--- config.mk ---
export PLATFORM = sky130hd
export DESIGN_NAME = addsub_seq
export DESIGN_NICKNAME = d
export VERILOG_FILES = /design/src/rtl/addsub_seq.sv
export SDC_FILE = /design/constraint.sdc
export NUM_CORES = 1
export LEC_CHECK = 0
export ABC_AREA = 1
export BUFFER_PORTS_ARGS = -buffer_cell sky130_fd_sc_hd__buf_2
export CORE_MARGIN = 5
export CORE_UTILIZATION = 59
export CTS_BUF_LIST = sky130_fd_sc_hd__clkbuf_8
export DETAILED_ROUTE_END_ITERATION = 8
export HOLD_SLACK_MARGIN = 0.06
export PLACE_DENSITY = 0.83
export RECOVER_POWER = 100
export SLEW_MARGIN = 20
export SYNTH_ARGS = -nofsm -noshare
export SYNTH_HDL_FRONTEND = slang
export SYNTH_SLANG_ARGS = --single-unit
--- constraint.sdc ---
create_clock -name clk -period 4.36 [get_ports clk]
set_clock_uncertainty 0.15 [all_clocks]
set_input_delay 0.218 -clock clk [delete_from_list [all_inputs] [get_ports clk]]
set_output_delay 0.218 -clock clk [all_outputs]
set_load 0.05 [all_outputs]
--- src/rtl/addsub_seq.sv ---
// ---------------------------------------------------------------------------
// addsub_seq
//
// Slice-serial two's-complement adder/subtractor for the Beta ALU.
// One SLICE-bit chunk is added per clock, LSB slice first. A carry register
// links consecutive slices, so the full-width carry chain never sits in a
// single cycle. The registered Z/V/N flags feed the CMPEQ/CMPLT/CMPLE logic
// of the compare unit.
//
// Subtraction is A + ~B + 1. B is inverted when it is latched, and the
// carry register is seeded with the sub bit. The datapath itself is
// therefore always a plain adder.
//
// Ports
//   clk    in   1      clock; all state changes on the rising edge
//   rst_n  in   1      asynchronous active-low reset
//   start  in   1      operation request; sampled only while ready=1
//   sub    in   1      0: A+B, 1: A-B; sampled with start
//   a      in   WIDTH  operand A; sampled with start
//   b      in   WIDTH  operand B; sampled with start
//   ready  out  1      idle and able to accept start (= ~busy)
//   busy   out  1      operation in progress
//   done   out  1      one-cycle pulse; s/z/v/n were updated this cycle
//   s      out  WIDTH  result, modulo 2^WIDTH
//   z      out  1      result is zero
//   v      out  1      two's-complement overflow
//   n      out  1      result MSB
// ---------------------------------------------------------------------------
module addsub_seq #(
  parameter int WIDTH = 32,
  parameter int SLICE = 8
) (
  input  logic             clk,
  input  logic             rst_n,
  input  logic             start,
  input  logic             sub,
  input  logic [WIDTH-1:0] a,
  input  logic [WIDTH-1:0] b,
  output logic             ready,
  output logic             busy,
  output logic             done,
  output logic [WIDTH-1:0] s,
  output logic             z,
  output logic             v,
  output logic             n
);

  localparam int NSLICE = WIDTH / SLICE;
  localparam int CNT_W  = (NSLICE > 1) ? $clog2(NSLICE) : 1;
  localparam logic [CNT_W-1:0] LAST_CNT = CNT_W'(NSLICE - 1);

  // The slice walk only covers the whole word when SLICE divides WIDTH.
  generate
    if ((WIDTH % SLICE) != 0) begin : g_bad_slice
      $error("addsub_seq: WIDTH (%0d) must be a multiple of SLICE (%0d)", WIDTH, SLICE);
    end
  endgenerate

  typedef enum logic [0:0] {
    ST_IDLE = 1'b0,
    ST_RUN  = 1'b1
  } state_e;

  // One slice of the ripple: returns {carry_out, sum}.
  function automatic logic [SLICE:0] slice_add(
    input logic [SLICE-1:0] x,
    input logic [SLICE-1:0] y,
    input logic             cin
  );
    slice_add = {1'b0, x} + {1'b0, y} + {{SLICE{1'b0}}, cin};
  endfunction

  // Signed overflow: both addends have the same sign and the sum's sign differs.
  function automatic logic add_ovf(
    input logic x_msb,
    input logic y_msb,
    input logic r_msb
  );
    add_ovf = (x_msb & y_msb & ~r_msb) | (~x_msb & ~y_msb & r_msb);
  endfunction

  state_e           state_q, state_d;
  logic [WIDTH-1:0] opa_q, opa_d;
  logic [WIDTH-1:0] opb_q, opb_d;   // already inverted for subtraction
  logic             carry_q, carry_d;
  logic [CNT_W-1:0] cnt_q, cnt_d;
  logic [WIDTH-1:0] acc_q, acc_d;
  logic [WIDTH-1:0] s_q, s_d;
  logic             z_q, z_d;
  logic             v_q, v_d;
  logic             n_q, n_d;
  logic             done_q, done_d;

  logic [SLICE-1:0] opa_sl_s;
  logic [SLICE-1:0] opb_sl_s;
  logic [SLICE:0]   slice_sum_s;
  logic [WIDTH-1:0] acc_upd_s;
  logic             last_s;

  // Pick out the current slice of each operand (an AND-OR mux, one term per slice).
  always_comb begin
    opa_sl_s = {SLICE{1'b0}};
    opb_sl_s = {SLICE{1'b0}};
    for (int i = 0; i < NSLICE; i++) begin
      opa_sl_s = opa_sl_s | (opa_q[i*SLICE +: SLICE] & {SLICE{cnt_q == CNT_W'(i)}});
      opb_sl_s = opb_sl_s | (opb_q[i*SLICE +: SLICE] & {SLICE{cnt_q == CNT_W'(i)}});
    end
  end

  // Add the current slice and merge it into the accumulator image.
  always_comb begin
    slice_sum_s = slice_add(opa_sl_s, opb_sl_s, carry_q);
    last_s      = (cnt_q == LAST_CNT);
    acc_upd_s   = acc_q;
    for (int i = 0; i < NSLICE; i++) begin
      acc_upd_s[i*SLICE +: SLICE] = (cnt_q == CNT_W'(i)) ? slice_sum_s[SLICE-1:0]
                                                          : acc_q[i*SLICE +: SLICE];
    end
  end

  // Next-state logic for the control FSM and the datapath.
  always_comb begin
    state_d = state_q;
    opa_d   = opa_q;
    opb_d   = opb_q;
    carry_d = carry_q;
    cnt_d   = cnt_q;
    acc_d   = acc_q;
    s_d     = s_q;
    z_d     = z_q;
    v_d     = v_q;
    n_d     = n_q;
    done_d  = 1'b0;

    case (state_q)
      ST_IDLE: begin
        if (start == 1'b1) begin
          state_d = ST_RUN;
          opa_d   = a;
          opb_d   = b ^ {WIDTH{sub}};
          carry_d = sub;            // the +1 of A + ~B + 1
          cnt_d   = {CNT_W{1'b0}};
          acc_d   = {WIDTH{1'b0}};
        end else begin
          state_d = ST_IDLE;
        end
      end

      ST_RUN: begin
        acc_d   = acc_upd_s;
        carry_d = slice_sum_s[SLICE];
        if (last_s == 1'b1) begin
          // The final carry-out is dropped: results wrap modulo 2^WIDTH.
          state_d = ST_IDLE;
          cnt_d   = {CNT_W{1'b0}};
          s_d     = acc_upd_s;
          z_d     = (acc_upd_s == {WIDTH{1'b0}});
          n_d     = acc_upd_s[WIDTH-1];
          v_d     = add_ovf(opa_q[WIDTH-1], opb_q[WIDTH-1], acc_upd_s[WIDTH-1]);
          done_d  = 1'b1;
        end else begin
          state_d = ST_RUN;
          cnt_d   = cnt_q + CNT_W'(1);
        end
      end

      default: begin
        state_d = ST_IDLE;
      end
    endcase
  end

  // State and datapath registers. Reset aborts any operation in flight.
  always_ff @(posedge clk or negedge rst_n) begin
    if (!rst_n) begin
      state_q <= ST_IDLE;
      opa_q   <= {WIDTH{1'b0}};
      opb_q   <= {WIDTH{1'b0}};
      carry_q <= 1'b0;
      cnt_q   <= {CNT_W{1'b0}};
      acc_q   <= {WIDTH{1'b0}};
      s_q     <= {WIDTH{1'b0}};
      z_q     <= 1'b0;
      v_q     <= 1'b0;
      n_q     <= 1'b0;
      done_q  <= 1'b0;
    end else begin
      state_q <= state_d;
      opa_q   <= opa_d;
      opb_q   <= opb_d;
      carry_q <= carry_d;
      cnt_q   <= cnt_d;
      acc_q   <= acc_d;
      s_q     <= s_d;
      z_q     <= z_d;
      v_q     <= v_d;
      n_q     <= n_d;
      done_q  <= done_d;
    end
  end

  assign busy  = (state_q == ST_RUN);
  assign ready = ~busy;
  assign done  = done_q;
  assign s     = s_q;
  assign z     = z_q;
  assign v     = v_q;
  assign n     = n_q;

endmodule

==> results.ini <==
[finish]
fill_cells = 798
fin_nets = 1029
fin_cells = 1101
fin_area_um2 = 8030
area_growth_pct = 24.1
diodes = 0
layout-drive-gt1-share_pct = 11.7

[placed_design]
dpl_cell_area_um2 = 7080
dpl.hpwl_mm = 11.0
place_inst = 1004
portBuffers = 105
globalplace.congestion = 0.881

[synthesis]
ys_warn_count = 0
synth_top_area_share_pct = 51.8
synth.avg_cell_area_um2 = 8.21
synthTopCellsByArea = dfrtp_1 52%, nand2_1 18%, o21ai_0 6.7%
synth_edf_count = 0
synth_simple_gate_area_share_pct = 24.0
yosysMostFrequentCell = nand2_1
synth_mux_area_share_pct = 0
synth_xor_area_share_pct = 4.33
async_flop_share_pct = 100
synth_top_family_by_area = simple AND/OR/NAND/NOR gates
synth_area_leader_cell = dfrtp_1
yosys-top-cells-count = 312 x nand2_1, 134 x dfrtp_1, 86 x o21ai_0, 47 x inv_1, 32 x xnor2_1
synth_nets = 869
netlist_area_um2 = 6470
ys_seq_area_share_pct = 51.8
synth_cell_types = 29
synth_compound_area_share_pct = 11.5
postSynthCellCount = 788
synthAdderAreaFrac_pct = 2.75
synth_flop_cell = dfrtp_1
ys_seq_elements = 134

[critical_path]
arrival_ns = 3.97
ff2ff_path_depth = 16
endpoint_kind = flip-flop
required_ns = 4.60
critPathMaxFanout = 19
cp-start-kind = flip-flop
path_class = flip-flop to flip-flop

[cts]
post_cts_resized = 0
cts_hold_buf = 65
clk_latency_ns = 0.45
clockRootBuffer = clkbuf_8
clk_pin_slew_ns = 0.08
cts_made_buffers = 17
clock-sinks = 134
cts_tree = built
cts_post_setup_buffers_inserted = 0
htree_num_levels = 4
clockBufferDepth = 2

[min_path]
hold_depth = 2
hp-class = flip-flop to flip-flop

[sta]
hold_viol_final = 0
min_period_ns = 3.74
tightest_slew_ns = 1.86
finalSetupViolations = 0
slew_violations = 148
period_share_pct = 85.7
rsz0062_at_grt = no
setup_tns_ns = 0
relSlewSlack_pct = -23.9
max_freq_mhz = 268

[power]
peakVddDrop_mv = 0.439
p_leak_nw = 3.98
power.density_nw_per_um2 = 851
total_power_mw = 6.83

[drt]
route.detailed.drc = 0
routedWlPerCell_um = 15.4
first_iter_violations = 467
ant_nets = 0
vias = 5885
viasPerCell = 5.35
first_pass_iters = 5
wl_mm = 16.9

[grt]
grt_pass1_vias = 5747
grt_max_degree = 77
antenna_found_initial = 0
grt.total_usage_pct = 27.0
grt_pass1_wl_mm = 27.9
grt-ovfl-total = 0

[outcome]
status = finished, violations left
violations = capacitance limit, slew limit

[floorplan]
initial_utilization_pct = 59.9
core_um2 = 10800
die_w_um = 115
fp.dieH_um = 115
dieArea_um2 = 13200
fp-row-count = 38
ios = 106

[job]
cap_violations = 4

layout make-up:
| type | instances | area [µm²] | area share (%) |
|---|---|---|---|
| clock inverter | 14 | 150 | 1.87 |
| multi-input combinational | 563 | 2720 | 33.9 |
| sequential | 134 | 3350 | 41.8 |
| inverter | 51 | 191 | 2.38 |
| timing repair buffer | 181 | 1190 | 14.8 |
| tap | 140 | 175 | 2.18 |
| clock buffer | 18 | 248 | 3.09 |
state kept, by name (all words and copies together), names as in the netlist:
name     cells
carry_q      1
cnt_q        2
v            1
s           32
opa_q       32
opb_q       32
acc_q       31
done         1
z            1
busy         1
cell families (layout without fill, tap and decap cells):
group                      count (synthesis)  in the layout
adders and majority gates                 13             13
and+or+nand+nor                          388            388
AOI/OAI and AO/OA                        130            130
buffers and inverters                     91            264
xor gates and xnor gates                  32             32
DFF                                      134            134
placed cells by master (no fill, tap or decap), types with 4 or more instances in the layout:
master / synthesis / layout
a21oi_1: 5 / 5
a22o_1: 13 / 13
buf_2: 16 / 66
buf_4: 1 / 5
clkbuf_1: 19 / 43
clkbuf_8: 0 / 18
clkinvlp_4: 0 / 5
dfrtp_1: 134 / 134
dlygate4sd3_1: 0 / 65
ha_1: 11 / 11
inv_1: 47 / 47
inv_2: 4 / 5
inv_6: 0 / 4
nand2_1: 312 / 317
nand3_1: 30 / 31
nand4_1: 10 / 10
nor2_1: 26 / 27
o21ai_0: 86 / 97
o22ai_1: 6 / 6
xnor2_1: 32 / 32
routing by layer:
layer	global-route usage, %	vias to the layer above	part of all wire (%)
met3	5.66	42	7.3
met4	11.0	0	3.1
met1	34.7	2744	41
met2	45.1	248	49
met5	0	-	0
li1	-	2851	-
stage by stage:
stage	hold WS (ns)	setup WS, ns	utilization [%]
2_1_floorplan	-0.228	1.21	-
3_3_place_gp	0.271	1.14	65.6
3_5_place_dp	0.272	1.04	65.6
4_1_cts	0.145	1.02	75.3
5_1_grt	0.339	0.372	74.4
6_report	0.332	0.624	74.4
critical path, stage by stage, from the launching register on:
cell and delay [ns]:
dfrtp_1 0.38, ha_1 0.36, clkbuf_1 0.76, a22o_1 0.24, nor2_1 0.07, fa_1 0.45
nand2_1 0.11, nand2_1 0.09, o21ai_0 0.33, nand2_1 0.09, nor2_1 0.12, nand3_1 0.10
nor2_1 0.14, nand2_1 0.07, nor2_1 0.09, nand2_1 0.06, nand2_1 0.05
power by group:
group / internal (mW) / switching, mW
sequential: 1.79 / 0.338
combinational: 1.10 / 2.57
clock: 0.527 / 0.510
total: 3.42 / 3.41
path summary, 6_finish.rpt:
kind	from	end	slack (ns)
setup reg to reg	cnt_q[1]	z	0.62
setup / recovery	cnt_q[1]	z	0.62
hold / removal	opa_q[14]	opa_q[14]	0.33
hold reg to reg	opa_q[14]	opa_q[14]	0.33
max in group asynchronous	rst_n	opb_q[4]	1.08
min in group asynchronous	rst_n	s[2]	0.67
(Power assumes the default switching activity.)
